===== src/rtl/hack_mem_pkg.sv =====
// Shared types for the HACK data RAM arbiter: bus widths, requester
// ownership encoding and the read-return tag carried down the latency pipe.
package hack_mem_pkg;

   localparam int unsigned ADDR_W = 15;
   localparam int unsigned DATA_W = 16;

   typedef enum logic {
      OWN_CPU = 1'b0,
      OWN_VID = 1'b1
   } owner_e;

   typedef struct packed {
      logic   valid;
      owner_e owner;
   } rd_tag_t;

   localparam rd_tag_t TAG_NONE = '{valid: 1'b0, owner: OWN_CPU};

endpackage


===== src/rtl/hack_ram_arbiter_if.sv =====
// Bundle of the CPU port, video port and RAM macro signals around the arbiter.
// slave = arbiter view, master = surrounding CPU/screen/RAM view.
interface hack_ram_arbiter_if;
   import hack_mem_pkg::*;

   logic              cpu_req;
   logic              cpu_load;
   logic [ADDR_W-1:0] cpu_addr;
   logic [DATA_W-1:0] cpu_in;
   logic              cpu_gnt;
   logic              cpu_rvalid;
   logic [DATA_W-1:0] cpu_out;

   logic              vid_req;
   logic [ADDR_W-1:0] vid_addr;
   logic              vid_gnt;
   logic              vid_rvalid;
   logic [DATA_W-1:0] vid_out;

   logic [ADDR_W-1:0] ram_addr;
   logic              ram_load;
   logic [DATA_W-1:0] ram_in;
   logic [DATA_W-1:0] ram_out;

   modport slave (
      input  cpu_req, cpu_load, cpu_addr, cpu_in,
      output cpu_gnt, cpu_rvalid, cpu_out,
      input  vid_req, vid_addr,
      output vid_gnt, vid_rvalid, vid_out,
      output ram_addr, ram_load, ram_in,
      input  ram_out
   );

   modport master (
      output cpu_req, cpu_load, cpu_addr, cpu_in,
      input  cpu_gnt, cpu_rvalid, cpu_out,
      output vid_req, vid_addr,
      input  vid_gnt, vid_rvalid, vid_out,
      input  ram_addr, ram_load, ram_in,
      output ram_out
   );

endinterface


===== src/rtl/hack_ram_arbiter_tag_pipe.sv =====
// Read-return tag shift register; its tail lines up with the RAM read data
// DEPTH cycles after the access was issued.
module hack_rd_tag_pipe
   import hack_mem_pkg::*;
#(
   parameter int unsigned DEPTH = 1
) (
   input  logic    clk,
   input  logic    reset,
   input  rd_tag_t tag_i,
   output rd_tag_t tag_o
);

   rd_tag_t stage_q [DEPTH];

   always_ff @(posedge clk) begin
      if (reset) begin
         for (int unsigned i = 0; i < DEPTH; i++) begin
            stage_q[i] <= TAG_NONE;
         end
      end else begin
         stage_q[0] <= tag_i;
         for (int unsigned i = 1; i < DEPTH; i++) begin
            stage_q[i] <= stage_q[i-1];
         end
      end
   end

   assign tag_o = stage_q[DEPTH-1];

endmodule


===== src/rtl/hack_ram_arbiter.sv =====
// Single-port HACK data RAM arbiter: CPU priority with a video starvation
// guard, one access per cycle, tagged in-order read return.
module hack_ram_arbiter
   import hack_mem_pkg::*;
#(
   parameter int unsigned RD_LAT       = 1,
   parameter int unsigned VID_MAX_WAIT = 4
) (
   input  logic               clk,
   input  logic               reset,
   hack_ram_arbiter_if.slave  bus
);

   localparam logic [3:0] WAIT_MAX = 4'(VID_MAX_WAIT);

   logic [3:0]        wait_cnt_q, wait_cnt_d;
   logic [ADDR_W-1:0] ram_addr_q, ram_addr_d;
   logic [DATA_W-1:0] cpu_out_q, vid_out_q;
   logic              force_vid, cpu_gnt, vid_gnt;
   logic              cpu_rvalid, vid_rvalid;
   rd_tag_t           tag_in, tag_tail;

   always_comb begin
      force_vid = !reset && bus.vid_req && (wait_cnt_q == WAIT_MAX);
      cpu_gnt   = !reset && bus.cpu_req && !force_vid;
      vid_gnt   = !reset && bus.vid_req && (force_vid || !bus.cpu_req);

      // With no grant the address bus parks on the last issued address.
      ram_addr_d = ram_addr_q;
      if (cpu_gnt) begin
         ram_addr_d = bus.cpu_addr;
      end else if (vid_gnt) begin
         ram_addr_d = bus.vid_addr;
      end

      wait_cnt_d = wait_cnt_q;
      if (!bus.vid_req || vid_gnt) begin
         wait_cnt_d = 4'd0;
      end else if (wait_cnt_q < WAIT_MAX) begin
         wait_cnt_d = wait_cnt_q + 4'd1;
      end

      tag_in = TAG_NONE;
      if (cpu_gnt && !bus.cpu_load) begin
         tag_in = '{valid: 1'b1, owner: OWN_CPU};
      end else if (vid_gnt) begin
         tag_in = '{valid: 1'b1, owner: OWN_VID};
      end

      cpu_rvalid = !reset && tag_tail.valid && (tag_tail.owner == OWN_CPU);
      vid_rvalid = !reset && tag_tail.valid && (tag_tail.owner == OWN_VID);
   end

   hack_rd_tag_pipe #(
      .DEPTH (RD_LAT)
   ) u_tag_pipe (
      .clk   (clk),
      .reset (reset),
      .tag_i (tag_in),
      .tag_o (tag_tail)
   );

   always_ff @(posedge clk) begin
      if (reset) begin
         wait_cnt_q <= 4'd0;
         ram_addr_q <= '0;
         cpu_out_q  <= '0;
         vid_out_q  <= '0;
      end else begin
         wait_cnt_q <= wait_cnt_d;
         ram_addr_q <= ram_addr_d;
         if (cpu_rvalid) cpu_out_q <= bus.ram_out;
         if (vid_rvalid) vid_out_q <= bus.ram_out;
      end
   end

   assign bus.cpu_gnt    = cpu_gnt;
   assign bus.vid_gnt    = vid_gnt;
   assign bus.ram_addr   = reset ? '0 : ram_addr_d;
   assign bus.ram_load   = cpu_gnt && bus.cpu_load;
   assign bus.ram_in     = cpu_gnt ? bus.cpu_in : '0;
   assign bus.cpu_rvalid = cpu_rvalid;
   assign bus.vid_rvalid = vid_rvalid;
   // Read data is presented in the rvalid cycle itself, then held.
   assign bus.cpu_out    = cpu_rvalid ? bus.ram_out : cpu_out_q;
   assign bus.vid_out    = vid_rvalid ? bus.ram_out : vid_out_q;

endmodule


===== src/flat_wrapper.sv =====
// flat-port wrapper written by rule: the top's interface ports become plain ports
module hack_ram_arbiter_flat import hack_mem_pkg::*;
#(
   parameter int unsigned RD_LAT       = 1,
   parameter int unsigned VID_MAX_WAIT = 4
)
  (clk, reset, bus_cpu_req, bus_cpu_load, bus_cpu_addr, bus_cpu_in, bus_cpu_gnt, bus_cpu_rvalid, bus_cpu_out, bus_vid_req, bus_vid_addr, bus_vid_gnt, bus_vid_rvalid, bus_vid_out, bus_ram_addr, bus_ram_load, bus_ram_in, bus_ram_out);
  hack_ram_arbiter_if bus_i ();
  input  logic clk;
  input  logic reset;
  input wire logic [$bits(bus_i.cpu_req)-1:0] bus_cpu_req;
  input wire logic [$bits(bus_i.cpu_load)-1:0] bus_cpu_load;
  input wire logic [$bits(bus_i.cpu_addr)-1:0] bus_cpu_addr;
  input wire logic [$bits(bus_i.cpu_in)-1:0] bus_cpu_in;
  output wire logic [$bits(bus_i.cpu_gnt)-1:0] bus_cpu_gnt;
  output wire logic [$bits(bus_i.cpu_rvalid)-1:0] bus_cpu_rvalid;
  output wire logic [$bits(bus_i.cpu_out)-1:0] bus_cpu_out;
  input wire logic [$bits(bus_i.vid_req)-1:0] bus_vid_req;
  input wire logic [$bits(bus_i.vid_addr)-1:0] bus_vid_addr;
  output wire logic [$bits(bus_i.vid_gnt)-1:0] bus_vid_gnt;
  output wire logic [$bits(bus_i.vid_rvalid)-1:0] bus_vid_rvalid;
  output wire logic [$bits(bus_i.vid_out)-1:0] bus_vid_out;
  output wire logic [$bits(bus_i.ram_addr)-1:0] bus_ram_addr;
  output wire logic [$bits(bus_i.ram_load)-1:0] bus_ram_load;
  output wire logic [$bits(bus_i.ram_in)-1:0] bus_ram_in;
  input wire logic [$bits(bus_i.ram_out)-1:0] bus_ram_out;
  assign bus_i.cpu_req = bus_cpu_req;
  assign bus_i.cpu_load = bus_cpu_load;
  assign bus_i.cpu_addr = bus_cpu_addr;
  assign bus_i.cpu_in = bus_cpu_in;
  assign bus_cpu_gnt = bus_i.cpu_gnt;
  assign bus_cpu_rvalid = bus_i.cpu_rvalid;
  assign bus_cpu_out = bus_i.cpu_out;
  assign bus_i.vid_req = bus_vid_req;
  assign bus_i.vid_addr = bus_vid_addr;
  assign bus_vid_gnt = bus_i.vid_gnt;
  assign bus_vid_rvalid = bus_i.vid_rvalid;
  assign bus_vid_out = bus_i.vid_out;
  assign bus_ram_addr = bus_i.ram_addr;
  assign bus_ram_load = bus_i.ram_load;
  assign bus_ram_in = bus_i.ram_in;
  assign bus_i.ram_out = bus_ram_out;
  hack_ram_arbiter #(.RD_LAT(RD_LAT), .VID_MAX_WAIT(VID_MAX_WAIT)) u_core (.clk(clk), .reset(reset), .bus(bus_i));
endmodule

===== config.mk =====
export PLATFORM = sky130hd
export DESIGN_NAME = hack_ram_arbiter_flat
export DESIGN_NICKNAME = d
export VERILOG_FILES = /design/src/rtl/hack_mem_pkg.sv /design/src/rtl/hack_ram_arbiter_if.sv /design/src/rtl/hack_ram_arbiter_tag_pipe.sv /design/src/rtl/hack_ram_arbiter.sv /design/src/flat_wrapper.sv
export SDC_FILE = /design/constraint.sdc
export NUM_CORES = 1
export LEC_CHECK = 0
export CAP_MARGIN = 20
export CORE_MARGIN = 2
export CORE_UTILIZATION = 40
export CTS_BUF_LIST = sky130_fd_sc_hd__clkbuf_8
export CTS_CLUSTER_SIZE = 14
export DETAILED_ROUTE_END_ITERATION = 8
export PLACE_DENSITY = 0.94
export SETUP_SLACK_MARGIN = 0.3
export SYNTH_ARGS = -nofsm -noshare
export SYNTH_HDL_FRONTEND = slang
export SYNTH_SLANG_ARGS = --single-unit
export TNS_END_PERCENT = 20

===== constraint.sdc =====
create_clock -name clk -period 5 [get_ports clk]
set_input_delay 1 -clock clk [delete_from_list [all_inputs] [get_ports clk]]
set_output_delay 1 -clock clk [all_outputs]
set_load 0.02 [all_outputs]

==> impl_metrics.json, run 1 <==
{
  "violation_count_after_the_first_detailed_routing_iteration": 43,
  "tritoncts": "done",
  "ir_worst_vdd_mv": 0.191,
  "hold_depth": 2,
  "power_density_nw_per_um2": 226,
  "io_buffer_count": 134,
  "setup_slack_ns": 0.703,
  "grt_usage_pct": 17.7,
  "grt_remaining_overflow": 0,
  "synth-seq-area-share_pct": 43.3,
  "placementRows": 28,
  "num-nets-final": 438,
  "start_kind": "input pin",
  "total_of_warnings_raised_by_yosys": 0,
  "crit_path_frequent_cell": "clkdlybuf4s50_1",
  "drtAntennaViolNets": 0,
  "critical_path.endpoint_type": "output pin",
  "syn_area_per_cell_um2": 10.3,
  "ctsHoldBuffers": 0,
  "grt_max_degree": 34,
  "grt_antenna_before_repair": 0,
  "worst-r2r-cell-count": 6,
  "rsz0062_at_grt": "false",
  "commonest_cells_after_routing_fill_and_taps_aside": "133 x clkdlybuf4s50_1, 53 x dfxtp_1, 38 x nor2b_1, 23 x mux2_2, 20 x inv_1",
  "worst-path-buf-inv": 3,
  "ctsRootBufferMaster": "clkbuf_8",
  "start_of_the_worst_register_to_register_path": "u_core.wait_cnt_q[0]",
  "design.die.area_um2": 6760,
  "crit_chain": "clkdlybuf4s50_1, nand4b_1, buf_4, nor3b_2, and2_1, clkdlybuf4s50_1",
  "syn-cell-area_um2": 2450,
  "boundaryPins": 135,
  "report.final.slew_viol_count": 0,
  "core_area_um2": 5920,
  "critical-path-max-stage-delay_ns": 0.67,
  "yosysTopAreaCellShare_pct": 43.3,
  "initial_utilization_pct": 41.4,
  "clkLatencyLatePin_ns": 0.30,
  "timing_hold_violations_final": 0,
  "critical_path.slowest_cell": "nor3b_2",
  "final_min_period_ns": 4.30,
  "critical_path_type": "in2out",
  "grt_first_pass_wirelength_um": 9170,
  "reg2reg_setup_slack_ns": 3.38,
  "post_cts_resize_count": 0,
  "clock_pin_slew_on_the_worst_setup_and_hold_paths_ns": 0.08,
  "drt_drc_violations_left": 0,
  "area_growth_pct": 60.3,
  "aggregate_negative_setup_slack_ns": 0,
  "cts_num_sinks": 53,
  "timing.critical_path.max_delay_family": "buffers and inverters",
  "preCtsSetupSlack_ns": 0.636,
  "synth_area_leaders": "dfxtp_1 43%, mux2_2 11%, nor2b_1 9.7%, mux2_4 5.5%, a221oi_1 5.4%",
  "yosys_register_bits": 53,
  "critical_path.startpoint": "bus_vid_req",
  "layout-drive-gt1-share_pct": 13.3,
  "insertedDiodeCount": 0,
  "clock_skew_ns": 0.0105,
  "gp_routability_congestion": 0.702,
  "synthesis.nets": 307,
  "holdPathEnd": "u_core.wait_cnt_q[3]",
  "worst_ep_arrival_time_ns": 3.30,
  "crit-reg2reg-capture": "u_core.ram_addr_q[5]",
  "period_share_pct": 85.9,
  "post-synth-top-area-cell": "dfxtp_1",
  "vias_per_cell": 4.77,
  "clock_path_buffers": 2,
  "fp.dieW_um": 82.2,
  "die_h_um": 82.2,
  "ys_types": 26,
  "report.final.setup_viol": 0,
  "worstHoldStart": "u_core.wait_cnt_q[3]",
  "synth_cells": 238,
  "static_leakage_nw": 1.61,
  "n_fill_cell": 495,
  "post_cts_buffers": 0,
  "dr.pass1.iters": 4,
  "wirelength_um": 6000,
  "h_tree_level_count": 2,
  "layout.cells.most_common": "clkdlybuf4s50_1",
  "worst_rel_slew_slack_pct": 48.3,
  "detail_route.wl_per_cell_um": 13.5,
  "dp_hpwl_um": 4620,
  "number_of_global_route_vias_before_repair": 2108,
  "worst_pin_slew_ns": 0.773,
  "fmaxAchievable_ghz": 0.233,
  "cts-buffers-inserted": 5,
  "worst-path-max-fanout": 18,
  "hold_path.class": "reg2reg",
  "outcome": "finished clean",
  "detailroute.via_count": 2116,
  "cp_data_required_time_ns": 4.00,
  "number_of_max_cap_violations": 0
}
## worst register-to-register path: stages, from the launching register on
cell,delay (ns)
dfxtp_1,0.38
inv_1,0.06
ha_1,0.21
and3b_1,0.18
a21oi_1,0.30
buf_4,0.25
a211oi_1,0.12
## worst max-delay path by stage
stage / end / slack [ns] / depth (start not counted)
2_1_floorplan: bus_ram_addr[10] / 1.85 / 4
3_3_place_gp: bus_ram_in[8] / 0.74 / 6
5_1_grt: bus_ram_in[6] / 0.46 / 6
3_5_place_dp: bus_ram_in[8] / 0.64 / 6
4_1_cts: bus_ram_in[8] / 0.63 / 6
6_report: bus_ram_in[8] / 0.70 / 6
## sequential cells by signal, indices dropped and copies added (netlist names)
name and flops:
u_core.cpu_out_q 16, u_core.wait_cnt_q 4, u_core.ram_addr_q 15, u_core.u_tag_pipe.stage_q 2, u_core.vid_out_q 16
## stage by stage
step	instance area (um^2)	total power [mW]	hold slack, ns	utilization, %	instances
floorplan	2450	0.546	0.456	-	238
global placement	3830	0.650	0.473	64.7	436
detailed placement	3830	0.655	0.490	64.7	436
CTS	3920	0.898	0.504	66.2	443
global route	3930	0.931	0.545	66.3	444
finish	3930	0.886	0.507	66.3	444
## synth_stat cells
master    count
a211oi_1     15
a21oi_1       4
a221oi_1     15
and2_1       17
and2b_1       9
and3b_1       1
buf_2         7
buf_6         1
buf_8         1
clkbuf_1      7
dfxtp_1      53
ha_1          2
inv_1        20
mux2_2       23
mux2_4        9
nand2_1       1
nand2b_1      1
nand3b_4      1
nand4b_1      1
nor2_1        6
nor2b_1      38
nor3b_2       1
nor3b_4       1
o21ai_0       2
or4b_1        1
xnor2_1       1
## report_power, final
| part | leakage (nW) | switching (mW) | internal, mW | total [mW] |
|---|---|---|---|---|
| clock | 0.0433 | 0.132 | 0.110 | 0.241 |
| combinational | 1.14 | 0.0857 | 0.118 | 0.203 |
| sequential | 0.433 | 0.00405 | 0.437 | 0.441 |
| total | 1.61 | 0.221 | 0.664 | 0.886 |
## layer usage
| metal | vias up | track usage [%] | share of wire [%] |
|---|---|---|---|
| met5 | - | 0 | 0 |
| met4 | 0 | 4.50 | 0.77 |
| met3 | 5 | 8.59 | 12 |
| met2 | 102 | 32.1 | 48 |
| met1 | 944 | 18.1 | 39 |
| li1 | 1065 | - | - |
## layout make-up
type                    count  area [um^2]  area share (%)
repair buffers            140         1380            35.2
well taps                  75         93.8            2.39
inverters                  20         75.1            1.91
flip-flops and latches     53         1060            27.0
multi-input cells         149         1220            31.2
clock inverters             1         7.51           0.191
clock buffers               6         82.6            2.10
## cell families (layout without fill, tap and decap cells)
family | count (synthesis) | in the layout | synth area share (%)
muxes | 32 | 32 | 16.1
buffers and inverters | 36 | 167 | 6.64
xor gates and xnor gates | 1 | 1 | 0.358
and+or+nand+nor | 78 | 78 | 21.4
DFF | 53 | 53 | 43.3
adders and majority gates | 2 | 2 | 1.02
AOI/OAI and AO/OA | 36 | 36 | 11.2
(Power assumes the default switching activity.)
==> run 2: changes to the inputs <==
- CAP_MARGIN: 20 -> 10
- SKIP_CTS_REPAIR_TIMING: not set -> 1
==> impl_metrics.json, run 2 (synthesized netlist as in run 1, its figures left out) <==
{
  "start_of_the_worst_register_to_register_path": "u_core.wait_cnt_q[0]",
  "cts-buffers-inserted": 5,
  "report.final.setup_viol": 0,
  "fmaxAchievable_ghz": 0.231,
  "grt_antenna_before_repair": 0,
  "n_fill_cell": 494,
  "crit_chain": "clkdlybuf4s50_1, nand4b_1, buf_4, nor3b_2, and2_1, clkdlybuf4s50_1",
  "critical-path-max-stage-delay_ns": 0.69,
  "commonest_cells_after_routing_fill_and_taps_aside": "133 x clkdlybuf4s50_1, 53 x dfxtp_1, 38 x nor2b_1, 23 x mux2_2, 20 x inv_1",
  "worst-path-buf-inv": 3,
  "design.die.area_um2": 6760,
  "worstHoldStart": "u_core.wait_cnt_q[3]",
  "registers_with_the_highest_flip_flop_counts": "u_core.cpu_out_q: 16 flops, u_core.vid_out_q: 16 flops, u_core.ram_addr_q: 15 flops",
  "report.final.slew_viol_count": 0,
  "dr.pass1.iters": 3,
  "static_leakage_nw": 1.61,
  "io_buffer_count": 134,
  "placementRows": 28,
  "clock_path_buffers": 2,
  "die_h_um": 82.2,
  "clock_pin_slew_on_the_worst_setup_and_hold_paths_ns": 0.08,
  "critical_path.startpoint": "bus_vid_req",
  "vias_per_cell": 4.77,
  "dp_hpwl_um": 4620,
  "grt_first_pass_wirelength_um": 9170,
  "preCtsSetupSlack_ns": 0.636,
  "detail_route.wl_per_cell_um": 13.6,
  "violation_count_after_the_first_detailed_routing_iteration": 39,
  "num-nets-final": 437,
  "routed-wl-met2_um": 2930,
  "number_of_max_cap_violations": 0,
  "start_kind": "input pin",
  "number_of_global_route_vias_before_repair": 2108,
  "initial_utilization_pct": 41.4,
  "drtAntennaViolNets": 0,
  "cts_num_sinks": 53,
  "hold_depth": 2,
  "final_min_period_ns": 4.32,
  "wirelength_um": 6010,
  "ir_worst_vdd_mv": 0.190,
  "worst_ep_arrival_time_ns": 3.32,
  "crit_path_frequent_cell": "clkdlybuf4s50_1",
  "timing_hold_violations_final": 0,
  "period_share_pct": 86.5,
  "power_density_nw_per_um2": 226,
  "worst_pin_slew_ns": 1.13,
  "layout-drive-gt1-share_pct": 13.0,
  "wl_met3_um": 701,
  "maxUsedRoutingLayer": "met4",
  "cp.depth": 6,
  "hold_path.class": "reg2reg",
  "critical_path_type": "in2out",
  "grt_usage_pct": 17.7,
  "boundaryPins": 135,
  "detailroute.via_count": 2115,
  "gp_routability_congestion": 0.702,
  "clkLatencyLatePin_ns": 0.30,
  "aggregate_negative_setup_slack_ns": 0,
  "m1WireLength_um": 2330,
  "tritoncts": "done",
  "clock_skew_ns": 0.00978,
  "worst-r2r-cell-count": 5,
  "total_power_mw": 0.884,
  "outcome": "finished clean",
  "rsz0062_at_grt": "false",
  "h_tree_level_count": 2,
  "fp.dieW_um": 82.2,
  "timing.critical_path.max_delay_family": "buffers and inverters",
  "critical_path.endpoint_type": "output pin",
  "core_area_um2": 5920,
  "area_growth_pct": 60.0,
  "final_core_util_pct": 66.2,
  "ctsRootBufferMaster": "clkbuf_8",
  "worst-path-max-fanout": 18,
  "grt_remaining_overflow": 0,
  "cp_data_required_time_ns": 4.00,
  "setup_slack_ns": 0.677,
  "worst_rel_slew_slack_pct": 24.4,
  "layout.cells.most_common": "clkdlybuf4s50_1",
  "reg2reg_setup_slack_ns": 2.88,
  "drt_drc_violations_left": 0,
  "grt_max_degree": 34,
  "critical_path.slowest_cell": "nor3b_2",
  "insertedDiodeCount": 0
}
run 2: routing by layer:
layer	GRT usage [%]	vias up
li1	-	1063
met1	18.1	949
met2	32.1	98
met3	8.59	5
met4	4.50	0
met5	0	-
run 2: worst reg2reg max path, stage by stage, from the launching register on:
cell	delay, ns
dfxtp_1	0.38
inv_1	0.06
ha_1	0.21
and3b_1	0.18
a21oi_1	0.89
a211oi_1	0.25
run 2: through the flow:
step           hold slack, ns  std cells  cell area, um^2
3_5_place_dp            0.490        436             3830
3_3_place_gp            0.473        436             3830
6_report                0.505        443             3920
5_1_grt                 0.545        443             3920
4_1_cts                 0.504        443             3920
2_1_floorplan           0.456        238             2450
run 2: worst paths after layout:
| path | end |
|---|---|
| worst max register to register | u_core.ram_addr_q[9] |
| worst min register to register | u_core.wait_cnt_q[3] |
| worst max-delay path | bus_ram_in[8] |
| worst min-delay path | u_core.wait_cnt_q[3] |
run 2: final cells by class:
cell class | count | area (um^2) | area share [%]
sequential | 53 | 1060 | 27.1
timing repair buffer | 139 | 1370 | 35.1
clock buffer | 6 | 82.6 | 2.11
clock inverter | 1 | 7.51 | 0.192
multi-input combinational | 149 | 1220 | 31.3
tap | 75 | 93.8 | 2.39
inverter | 20 | 75.1 | 1.92
run 2: report_power, final:
| part | leakage [nW] | total, mW | internal (mW) | switching [mW] |
|---|---|---|---|---|
| Sequential | 0.433 | 0.441 | 0.437 | 0.00404 |
| Clock | 0.0433 | 0.241 | 0.110 | 0.131 |
| Combinational | 1.13 | 0.203 | 0.117 | 0.0856 |
==> run 3: changes to the inputs <==
--- a/config.mk
+++ b/config.mk
@@ -7,4 +7,5 @@
 export LEC_CHECK = 0
 export CAP_MARGIN = 10
+export CORE_ASPECT_RATIO = 1.1
 export CORE_MARGIN = 2
 export CORE_UTILIZATION = 40
@@ -12,4 +13,5 @@
 export CTS_CLUSTER_SIZE = 14
 export DETAILED_ROUTE_END_ITERATION = 8
+export GPL_TIMING_DRIVEN = 0
 export PLACE_DENSITY = 0.94
 export SETUP_SLACK_MARGIN = 0.3
==> constraint.sdc (replaced) <==
create_clock -name clk -period 5 [get_ports clk]
set_input_delay 1 -clock clk [delete_from_list [all_inputs] [get_ports clk]]
set_output_delay 1 -clock clk [all_outputs]
set_load 0.01 [all_outputs]
==> impl_metrics.json, run 3 (synthesized netlist as in run 1, its figures left out) <==
{
  "period_share_pct": 84.6,
  "hold_path.class": "reg2reg",
  "cts-buffers-inserted": 5,
  "number_of_max_cap_violations": 0,
  "cts_num_sinks": 53,
  "start_kind": "input pin",
  "clkLatencyLatePin_ns": 0.30,
  "hold_depth": 2,
  "grt_antenna_before_repair": 0,
  "placementRows": 29,
  "cp_data_required_time_ns": 4.00,
  "holdPathEnd": "u_core.wait_cnt_q[1]",
  "critical_path_type": "in2out",
  "insertedDiodeCount": 0,
  "area_growth_pct": 62.8,
  "gp_routability_congestion": 0.712,
  "initial_utilization_pct": 41.9,
  "clock_skew_ns": 0.00686,
  "grt_remaining_overflow": 0,
  "crit-reg2reg-capture": "u_core.ram_addr_q[11]",
  "num-nets-final": 446,
  "report.final.setup_viol": 0,
  "tritoncts": "done",
  "detailed_place.area_um2": 3870,
  "worst_rel_slew_slack_pct": 66.2,
  "ctsRootBufferMaster": "clkbuf_8",
  "start_of_the_worst_register_to_register_path": "u_core.wait_cnt_q[0]",
  "clock_path_buffers": 2,
  "worstHoldStart": "u_core.wait_cnt_q[1]",
  "rsz0062_at_grt": "false",
  "critical-path-max-stage-delay_ns": 0.64,
  "number_of_global_route_vias_before_repair": 2238,
  "layout-drive-gt1-share_pct": 13.8,
  "critical_path.endpoint_type": "output pin",
  "io_buffer_count": 132,
  "worst_ep_arrival_time_ns": 3.23,
  "critical_path.slowest_cell": "clkdlybuf4s50_1",
  "design.die.area_um2": 6760,
  "fp.dieW_um": 78.6,
  "power_density_nw_per_um2": 233,
  "drt_drc_violations_left": 0,
  "grt_first_pass_wirelength_um": 10400,
  "timing_hold_violations_final": 0,
  "drtAntennaViolNets": 0,
  "core_area_um2": 5840,
  "timing.critical_path.max_delay_family": "buffers and inverters",
  "outcome": "finished clean",
  "dp_hpwl_um": 5030,
  "wirelength_um": 6540,
  "fin_area_um2": 3990,
  "h_tree_level_count": 2,
  "static_leakage_nw": 1.64,
  "report.final.slew_viol_count": 0,
  "ir_worst_vdd_mv": 0.129,
  "clock_pin_slew_on_the_worst_setup_and_hold_paths_ns": 0.09,
  "worst-path-max-fanout": 10,
  "grt_usage_pct": 19.4,
  "reg2reg_setup_slack_ns": 3.16,
  "detail_route.wl_per_cell_um": 14.4,
  "die_h_um": 86.1,
  "dr.pass1.iters": 4,
  "layout.cells.most_common": "clkdlybuf4s50_1",
  "aggregate_negative_setup_slack_ns": 0,
  "vias_per_cell": 4.89,
  "grt_max_degree": 17,
  "fmaxAchievable_ghz": 0.236,
  "worst-path-buf-inv": 4,
  "detailroute.via_count": 2225,
  "registers_with_the_highest_flip_flop_counts": "u_core.cpu_out_q: 16 flops, u_core.vid_out_q: 16 flops, u_core.ram_addr_q: 15 flops",
  "crit_chain": "clkdlybuf4s50_1, buf_2, buf_2, a221oi_1, a211oi_1, clkdlybuf4s50_1",
  "violation_count_after_the_first_detailed_routing_iteration": 49,
  "hold_slack_ns": 0.509,
  "boundaryPins": 135,
  "worst-r2r-cell-count": 6,
  "final_min_period_ns": 4.23,
  "worst_pin_slew_ns": 0.507,
  "commonest_cells_after_routing_fill_and_taps_aside": "132 x clkdlybuf4s50_1, 53 x dfxtp_1, 38 x nor2b_1, 23 x mux2_2, 20 x inv_1"
}
[run 3: worst max path at each step]
stage / startpoint / end / slack (ns) / cells past startpoint
6_report: bus_vid_req / bus_ram_addr[14] / 0.77 / 6
2_1_floorplan: reset / bus_cpu_out[10] / 1.99 / 4
4_1_cts: bus_vid_req / bus_ram_in[14] / 0.79 / 6
3_3_place_gp: bus_vid_req / bus_ram_addr[14] / 0.81 / 6
3_5_place_dp: bus_vid_req / bus_ram_addr[14] / 0.80 / 6
5_1_grt: bus_vid_req / bus_ram_in[12] / 0.59 / 6
[run 3: metal layers]
| layer | share of wire, % | global-route usage (%) | up-vias |
|---|---|---|---|
| li1 | - | - | 1087 |
| met1 | 40 | 22.3 | 1023 |
| met2 | 50 | 35.4 | 107 |
| met3 | 8.4 | 5.58 | 8 |
| met4 | 0.72 | 4.15 | 0 |
| met5 | 0 | 0 | - |
[run 3: cell type report]
class	count	area, um^2
flip-flops and latches	53	1060
clock buffers	6	82.6
fillers	454	1860
clock inverters	2	37.5
repair buffers	132	1320
inverters	20	75.1
well taps	77	96.3
multi-input cells	149	1220
plain buffers	16	87.6
[run 3: per-stage QoR]
step	total power [mW]	setup WS, ns	std cells	util, %
5_1_grt	0.973	0.587	455	68.2
2_1_floorplan	0.527	1.99	238	-
3_3_place_gp	0.636	0.810	447	66.2
6_report	0.929	0.768	455	68.2
3_5_place_dp	0.641	0.799	447	66.2
4_1_cts	0.943	0.790	455	68.2
[run 3: worst register-to-register path, delay by kind of cell, from the launching register on]
kind                       cells  cell delay (ns)
and+or+nand+nor                1             0.18
buffers and inverters          2             0.37
DFF                            1             0.38
AOI/OAI and AO/OA              2             0.57
adders and majority gates      1             0.20
[run 3: where the power goes]
group | internal (mW) | switching, mW
combinational | 0.118 | 0.0705
clock | 0.163 | 0.136
sequential | 0.437 | 0.00467
